`src/rtl/tlc_multi_combiner_if.sv`:
```
// Request/lamp bundle between the sensor-side requester and the phase combiner.
// No backpressure: req is a level or one-cycle pulse, the combiner latches it; outputs are registered-state decodes.
interface tlc_multi_combiner_if #(
    parameter int N_DIR = 4
) ();
    localparam int DIR_W = (N_DIR > 1) ? $clog2(N_DIR) : 1;

    logic [N_DIR-1:0]   req;
    logic [3*N_DIR-1:0] lights;
    logic [N_DIR-1:0]   grant;
    logic [DIR_W-1:0]   cur_dir;
    logic               busy;
    logic               ok;
    logic [1:0]         dbg_state;

    modport master (output req, input lights, grant, cur_dir, busy, ok, dbg_state);
    modport slave  (input req, output lights, grant, cur_dir, busy, ok, dbg_state);
endinterface

```
`src/rtl/tlc_multi_combiner.sv`:
```
// N-direction traffic-light phase combiner: latched requests, round-robin grant,
// green (min + extension) -> yellow -> all-red per granted direction.
module tlc_multi_combiner #(
    parameter int N_DIR      = 4,
    parameter int GREEN_CYC  = 8,
    parameter int YELLOW_CYC = 3,
    parameter int ALLRED_CYC = 2,
    parameter int CNT_W      = 8
) (
    input  logic                 clk,
    input  logic                 rst,
    tlc_multi_combiner_if.slave  bus
);
    localparam int DIR_W = (N_DIR > 1) ? $clog2(N_DIR) : 1;
    localparam logic [2:0] L_RED = 3'b100;
    localparam logic [2:0] L_YEL = 3'b010;
    localparam logic [2:0] L_GRN = 3'b001;

    typedef enum logic [1:0] {
        S_IDLE   = 2'd0,
        S_GREEN  = 2'd1,
        S_YELLOW = 2'd2,
        S_ALLRED = 2'd3
    } state_t;

    state_t             state_q, state_d;
    logic [CNT_W-1:0]   cnt_q, cnt_d;
    logic [N_DIR-1:0]   pending_q, pending_d;
    logic [DIR_W-1:0]   last_q, last_d;
    logic [DIR_W-1:0]   cur_q, cur_d;

    logic [N_DIR-1:0]   cur_mask;
    logic [N_DIR-1:0]   cand;
    logic [DIR_W-1:0]   win;
    logic               win_found;
    logic               enter_green;
    logic [3*N_DIR-1:0] lights;

    always_ff @(posedge clk or posedge rst) begin
        if (rst) begin
            state_q   <= S_IDLE;
            cnt_q     <= '0;
            pending_q <= '0;
            last_q    <= DIR_W'(N_DIR - 1);
            cur_q     <= '0;
        end else begin
            state_q   <= state_d;
            cnt_q     <= cnt_d;
            pending_q <= pending_d;
            last_q    <= last_d;
            cur_q     <= cur_d;
        end
    end

    // The green direction may not re-nominate itself; that is what lets others preempt extension.
    always_comb begin
        cur_mask  = N_DIR'(1) << cur_q;
        cand      = pending_q | bus.req;
        if (state_q == S_GREEN) cand = cand & ~cur_mask;
        win       = '0;
        win_found = 1'b0;
        for (int k = 0; k < N_DIR; k++) begin
            if (!win_found && cand[(int'(last_q) + 1 + k) % N_DIR]) begin
                win_found = 1'b1;
                win       = DIR_W'((int'(last_q) + 1 + k) % N_DIR);
            end
        end
    end

    always_comb begin
        state_d     = state_q;
        cnt_d       = cnt_q;
        last_d      = last_q;
        cur_d       = cur_q;
        enter_green = 1'b0;
        pending_d   = pending_q | (bus.req & ((state_q == S_GREEN) ? ~cur_mask : '1));
        case (state_q)
            S_IDLE: begin
                if (win_found) enter_green = 1'b1;
            end
            S_GREEN: begin
                if (cnt_q != '0) begin
                    cnt_d = cnt_q - 1'b1;
                end else if (cand != '0 || !bus.req[cur_q]) begin
                    state_d = S_YELLOW;
                    cnt_d   = CNT_W'(YELLOW_CYC - 1);
                end
            end
            S_YELLOW: begin
                if (cnt_q != '0) begin
                    cnt_d = cnt_q - 1'b1;
                end else begin
                    state_d = S_ALLRED;
                    cnt_d   = CNT_W'(ALLRED_CYC - 1);
                end
            end
            S_ALLRED: begin
                if (cnt_q != '0) cnt_d = cnt_q - 1'b1;
                else if (win_found) enter_green = 1'b1;
                else state_d = S_IDLE;
            end
            default: state_d = S_IDLE;
        endcase
        // Granting clears the winner's pending bit even if it is requesting this same cycle.
        if (enter_green) begin
            state_d        = S_GREEN;
            cnt_d          = CNT_W'(GREEN_CYC - 1);
            last_d         = win;
            cur_d          = win;
            pending_d[win] = 1'b0;
        end
    end

    always_comb begin
        lights = {N_DIR{L_RED}};
        if (state_q == S_GREEN)  lights[3*int'(cur_q) +: 3] = L_GRN;
        if (state_q == S_YELLOW) lights[3*int'(cur_q) +: 3] = L_YEL;
    end

    assign bus.lights    = lights;
    assign bus.grant     = (state_q != S_IDLE) ? cur_mask : '0;
    assign bus.cur_dir   = cur_q;
    assign bus.busy      = (state_q != S_IDLE);
    assign bus.ok        = (state_q == S_ALLRED) && (cnt_q == '0);
    assign bus.dbg_state = state_q;
endmodule

```
`src/flat_wrapper.sv`:
```
// flat-port wrapper written by rule: the top's interface ports become plain ports
module tlc_multi_combiner_flat 
#(
    parameter int N_DIR      = 4,
    parameter int GREEN_CYC  = 8,
    parameter int YELLOW_CYC = 3,
    parameter int ALLRED_CYC = 2,
    parameter int CNT_W      = 8
)
  (clk, rst, bus_req, bus_lights, bus_grant, bus_cur_dir, bus_busy, bus_ok, bus_dbg_state);
  tlc_multi_combiner_if #(.N_DIR(N_DIR)) bus_i ();
  input  logic clk;
  input  logic rst;
  input wire logic [$bits(bus_i.req)-1:0] bus_req;
  output wire logic [$bits(bus_i.lights)-1:0] bus_lights;
  output wire logic [$bits(bus_i.grant)-1:0] bus_grant;
  output wire logic [$bits(bus_i.cur_dir)-1:0] bus_cur_dir;
  output wire logic [$bits(bus_i.busy)-1:0] bus_busy;
  output wire logic [$bits(bus_i.ok)-1:0] bus_ok;
  output wire logic [$bits(bus_i.dbg_state)-1:0] bus_dbg_state;
  assign bus_i.req = bus_req;
  assign bus_lights = bus_i.lights;
  assign bus_grant = bus_i.grant;
  assign bus_cur_dir = bus_i.cur_dir;
  assign bus_busy = bus_i.busy;
  assign bus_ok = bus_i.ok;
  assign bus_dbg_state = bus_i.dbg_state;
  tlc_multi_combiner #(.N_DIR(N_DIR), .GREEN_CYC(GREEN_CYC), .YELLOW_CYC(YELLOW_CYC), .ALLRED_CYC(ALLRED_CYC), .CNT_W(CNT_W)) u_core (.clk(clk), .rst(rst), .bus(bus_i));
endmodule
```
`config.mk`:
```
export PLATFORM = sky130hd
export DESIGN_NAME = tlc_multi_combiner_flat
export DESIGN_NICKNAME = d
export VERILOG_FILES = /design/src/rtl/tlc_multi_combiner_if.sv /design/src/rtl/tlc_multi_combiner.sv /design/src/flat_wrapper.sv
export SDC_FILE = /design/constraint.sdc
export NUM_CORES = 1
export LEC_CHECK = 0
export CELL_PAD_IN_SITES_DETAIL_PLACEMENT = 0
export CELL_PAD_IN_SITES_GLOBAL_PLACEMENT = 1
export CORE_MARGIN = 2
export CORE_UTILIZATION = 25
export CTS_BUF_LIST = sky130_fd_sc_hd__clkbuf_4 sky130_fd_sc_hd__clkbuf_8
export DETAILED_ROUTE_END_ITERATION = 6
export PLACE_DENSITY_LB_ADDON = 0.15
export REMOVE_ABC_BUFFERS = 1
export SETUP_SLACK_MARGIN = 0.3
export SYNTH_ARGS = -nofsm -noshare
export SYNTH_HDL_FRONTEND = slang
export SYNTH_SLANG_ARGS = --single-unit
```
`constraint.sdc`:
```
create_clock -name clk -period 4.2 [get_ports clk]
set_clock_uncertainty 0.2 [all_clocks]
set_input_delay 0.84 -clock clk [delete_from_list [all_inputs] [get_ports clk]]
set_output_delay 0.84 -clock clk [all_outputs]
set_load 0.005 [all_outputs]
```
**Word-level counts from Yosys, hierarchy flattened**

Cells that the tools add are included.
W data, S select, Z words.

- Output and inout port bits: 22
- Bits of input ports: 6
- Register bits: 18

- Magnitude comparators: 7
- Equality and inequality tests: 10
- $add $sub $neg: 6
- Multipliers: 1
- Mux-type cells: 47
- Bitwise gates (word level): 14
- Reduce and logical (&&, ||, !) cells: 22
- Shift-type cells: 4

Operator list:

| cell | count |
|---|---|
| $shiftx A3 B33 Y12 const A | 2 |
| $add A32 B3 Y32 const B | 2 |
| $mux W8 | 5 |
| $neg A32 Y33 | 1 |
| $shift A3 B33 Y12 const A | 1 |
| $add A32 B2 Y32 const B | 1 |
| $mux W12 | 2 |
| $pmux W8 S3 | 1 |
| $mux W2 | 10 |
| $lt A3 B4 Y1 const B | 4 |
| $mux W1 | 16 |
| $mux W4 | 4 |
| $and A4 B4 Y4 | 3 |
| $bwmux W12 | 1 |
| $not A4 Y4 | 3 |
| $or A4 B4 Y4 | 3 |
| $bmux W1 S2 | 5 |
| $ne A3 B2 Y1 const B | 3 |
| $and A8 B8 Y8 | 1 |
| $logic_not A8 Y1 | 1 |
| $reduce_bool A4 Y1 | 2 |
| $reduce_bool A8 Y1 | 1 |
| $reduce_or A2 Y1 | 4 |
| $sub A8 B1 Y8 const B | 1 |
| other kinds (22) | 34 |

**Depth between registers and ports, before layout**

- Depth in word-level cells: 24
- Depth in mapped cells: 9
- Gate-level depth less buffers: 8

**Worst setup path after synthesis**

Ideal clock, no wire load.

- Path type: in2reg
- Start point: input bus_req[0]
- End point: register u_core.state_q[0] (netlist: u_core.bus.dbg_state[0])
- Required time: 3.876 ns
- Data arrival time: 2.213 ns
- Setup slack: 1.663 ns
- Stages on the path: 5
- Library setup time: 0.124 ns
- Path through: or2_2 -> a22o_1 -> or3_4 -> a21o_1 -> a211o_1

- Cells in the longest elaborated chain, start to end: 21
- Elaborated cells on any way between the ends: 41

RTL lines:

| what | line | text |
|---|---|---|
| start, declared | flat_wrapper.sv:14 | `input wire logic [$bits(bus_i.req)-1:0] bus_req;` |
| $or A4 B4 Y4 | tlc_multi_combiner.sv:58 | `cand = pending_q \| bus.req;` |
| $and A4 B4 Y4 | tlc_multi_combiner.sv:59 | `if (state_q == S_GREEN) cand = cand & ~cur_mask;` |
| $mux W4 | tlc_multi_combiner.sv:59 |  |
| $bmux W1 S2 | tlc_multi_combiner.sv:63 | `if (!win_found && cand[(int'(last_q) + 1 + k) % N_DIR]) begin` |
| $mux W1 (implied by the code) (2 in series) | tlc_multi_combiner.sv:63 |  |
| $mux W1 | tlc_multi_combiner.sv:63 |  |
| $logic_not A1 Y1 | tlc_multi_combiner.sv:63 |  |
| $logic_and A1 B1 Y1 | tlc_multi_combiner.sv:63 |  |
| [... 4 more ...] | n/a |  |
| $logic_not A1 Y1 | tlc_multi_combiner.sv:63 |  |
| $logic_and A1 B1 Y1 | tlc_multi_combiner.sv:63 |  |
| $mux W1 | tlc_multi_combiner.sv:63 |  |
| $mux W1 | tlc_multi_combiner.sv:79, tlc_multi_combiner.sv:99 |  |
| $mux W1 | tlc_multi_combiner.sv:98 | `if (cnt_q != '0) cnt_d = cnt_q - 1'b1;` |
| $pmux W1 S2 | tlc_multi_combiner.sv:77 | `case (state_q)` |
| $ne A3 B2 Y1 (no source line) (tied with other cells) | n/a |  |
| $reduce_and A6 Y1 (no source line) | n/a |  |
| end signal, assigned | tlc_multi_combiner.sv:47 | `state_q <= state_d;` |
| end, declared | tlc_multi_combiner.sv:26 | `state_t state_q, state_d;` |

Parallel ways exist; a longest one is shown, timed or not. The select of a mux whose other input is x is not followed.
A chain may end at the register's enable or synchronous reset.

**Final worst setup path**

- Start point: register u_core.cnt_q[0]
- End point: output bus_ok

- Cells in the longest elaborated chain, start to end: 2

RTL lines:

| what | line | text |
|---|---|---|
| start, declared | tlc_multi_combiner.sv:27 | `logic [CNT_W-1:0] cnt_q, cnt_d;` |
| start signal, assigned | tlc_multi_combiner.sv:48 | `cnt_q <= cnt_d;` |
| $logic_not A8 Y1 | tlc_multi_combiner.sv:124 | `assign bus.ok = (state_q == S_ALLRED) && (cnt_q == '0);` |
| $logic_and A1 B1 Y1 | tlc_multi_combiner.sv:124 |  |
| end, declared | flat_wrapper.sv:19 | `output wire logic [$bits(bus_i.ok)-1:0] bus_ok;` |

No other way between the ends.

==> flow_metrics.py <==
metrics = {
    "placed_design": {
        "dpl.hpwl_um": 3110,
        "port_buffers": 27,
        "finalWeightedCongestion": 0.792,
    },
    "synthesis": {
        "synth_ff_type": "dfrtp_1",
        "yosysTopAreaCell": "dfrtp_1",
        "syn_avg_cell_area_sq_um": 8.21,
        "synth-seq-cells": 18,
        "synth_most_common_cell": "nor2_1",
        "async_flop_share_pct": 100,
        "yosys.cell_types.count": 51,
        "synth_edf_count": 0,
        "synth_commonest_cells": "nor2_1 (24), nand2_1 (17), dfrtp_1 (16), inv_1 (10), nor3_1 (8)",
        "ys_seq_area_share_pct": 32.8,
        "synth_area_leaders": "dfrtp_1 (29%), nor2_1 (6.5%), ha_1 (5.4%)",
        "netlist.area_leader.share_pct": 29.0,
        "synth.cell_area_sq_um": 1380,
        "yosysWarnings": 0,
        "postSynthCellCount": 168,
    },
    "worst_setup_path": {
        "cp_common_cell": "inv_1",
        "path_buf_inv": 3,
        "worstPathArrival_ns": 2.37,
        "cp_max_fo": 7,
        "cp_slowest_cell": "clkdlybuf4s50_1",
        "slowest_delay_ns": 0.52,
        "crit_family": "buffers and inverters",
        "required_ns": 3.16,
        "cp-end-kind": "output pin",
        "worstSetupPathType": "register to output pin",
        "crit_chain": "inv_1, ha_1, nor4b_1, nand3_1, inv_1, clkdlybuf4s50_1",
        "worstSetupStartpointType": "register",
    },
    "route": {
        "ant_nets": 0,
        "drt_iter0_drc": 52,
        "routed_wirelength_um": 4010,
        "vias_per_cell": 5.26,
        "wire_per_inst_um": 15.1,
        "vias": 1393,
        "drc_errors": 0,
        "drt_pass1_iterations": 4,
    },
    "power_and_ir_drop": {
        "power_mw": 1.22,
        "p_per_area_nw_per_um2": 688,
        "max-vdd-ir-drop_v": 0.000286,
        "total_leakage_power_nw": 0.692,
    },
    "finish": {
        "syn_to_final_growth_pct": 28.3,
        "antenna-diode-count": 0,
        "finalNetCount": 206,
        "drive_above_1_share_pct": 7.77,
    },
    "global_routing": {
        "globalRoute.totalOverflow": 0,
        "globalRouteTotalUtil_pct": 13.9,
        "grt_pass1_vias": 1360,
        "grt_max_degree": 19,
        "antenna_found_initial": 0,
        "grt_first_pass_wirelength_um": 6720,
    },
    "clocking": {
        "postCtsSetupBuffers": 0,
        "h-tree-depth": 1,
        "cts_made_buffers": 3,
        "hold_buffers": 0,
        "cts_tree": "built",
        "clkTransAtPathRegs_ns": 0.07,
        "cts_sinks": 18,
        "insertion_delay_ns": 0.25,
        "cts_root_buf": "clkbuf_8",
        "cts_buffer_depth": 2,
        "cts_resized": 0,
    },
    "sta": {
        "post-route-period-util_pct": 81.2,
        "tightest_slew_ns": 0.736,
        "clock.fmax_mhz": 293,
        "final.setup.tns_ns": 0,
        "slew_viol_final": 0,
        "setup_viol": 0,
        "hold_viol_final": 0,
        "slew_headroom_pct": 50.9,
        "rsz0062_at_grt": "no",
        "min_period_ns": 3.41,
    },
    "die": {
        "die_y_um": 78.3,
        "std_cell_rows": 27,
        "fp.dieW_um": 78.3,
        "num_io_pins": 28,
        "coreArea_sq_um": 5410,
        "start_util_pct": 25.5,
        "dieArea_sq_um": 6130,
    },
    "outcome": {
        "outcome": "complete, no violations",
    },
    "flow_run": {
        "maxCapViolCount": 0,
    },
    "worst_hold_path": {
        "hold_class": "register to register",
    },
}
## kinds of logic after synthesis
family	after synthesis	synth area share [%]
flip-flops	18	32.8
buffers and inverters	16	4.53
AO/OA/AOI/OAI	39	20.6
AND/OR/NAND/NOR	83	31.0
adder cells (fa/ha/maj)	6	5.44
XOR/XNOR	2	1.27
multiplexers	4	4.35
## layout make-up
cell class / instances / area [sq um]
inverters: 10 / 37.5
clock buffers: 4 / 55.1
multi-input cells: 134 / 865
repair buffers: 27 / 270
fillers: 580 / 3630
flip-flops and latches: 18 / 453
well taps: 72 / 90.1
## path summary, 6_finish.rpt
check / from / endpoint / slack (ns) / cells past startpoint
setup / recovery: u_core.cnt_q[0]$_DFFE_PP0P_ / bus_ok / 0.79 / 6
hold reg to reg: u_core.cnt_q[7]$_DFFE_PP0P_ / u_core.cnt_q[7]$_DFFE_PP0P_ / 0.31 / 1
max in group asynchronous: rst / u_core.bus.cur_dir[0]$_DFFE_PP0P_ / 2.53 / 2
min in group asynchronous: rst / u_core.cnt_q[5]$_DFFE_PP0P_ / 0.81 / 2
setup reg to reg: u_core.cnt_q[0]$_DFFE_PP0P_ / u_core.bus.cur_dir[0]$_DFFE_PP0P_ / 1.31 / 7
hold / removal: u_core.cnt_q[7]$_DFFE_PP0P_ / u_core.cnt_q[7]$_DFFE_PP0P_ / 0.31 / 1
## flip-flops by register name, summed over array words and instances (netlist names)
signal,flops
u_core.cnt_q,8
u_core.pending_q,4
u_core.bus.cur_dir,2
u_core.bus.dbg_state,2
u_core.last_q,2
## through the flow
stage          area (sq um)  util (%)  setup WS, ns  instances  hold slack (ns)
2_1_floorplan          1360         -          1.64        162            0.260
6_report               1770      32.8         0.788        265            0.309
4_1_cts                1770      32.8         0.819        265            0.307
3_3_place_gp           1720      31.7          1.10        261            0.307
3_5_place_dp           1720      31.7          1.08        261            0.297
5_1_grt                1770      32.8         0.621        265            0.320
## cells in the final DEF (no fill, tap or decap), types with 4 or more instances in the layout
cell	instances
a21oi_1	7
clkbuf_8	4
clkdlybuf4s50_1	27
dfrtp_1	16
ha_1	6
inv_1	10
nand2_1	17
nand3_1	5
nor2_1	24
nor3_1	8
o21ai_0	5
or3_1	4
## power breakdown
| group | leakage [nW] | internal, mW | total [mW] | switching [mW] |
|---|---|---|---|---|
| logic | 0.463 | 0.350 | 0.710 | 0.360 |
| clock network | 0.0288 | 0.0834 | 0.144 | 0.0607 |
| registers | 0.200 | 0.248 | 0.363 | 0.115 |
## metal layers
| layer | up-vias | track usage (%) | share of wire [%] |
|---|---|---|---|
| met1 | 681 | 18.9 | 47 |
| li1 | 669 | - | - |
| met3 | 5 | 1.61 | 4.1 |
| met4 | 0 | 4.56 | 1.1 |
| met2 | 38 | 23.0 | 47 |
| met5 | - | 0 | 0 |
No activity file was read; power rests on OpenSTA's default activity.
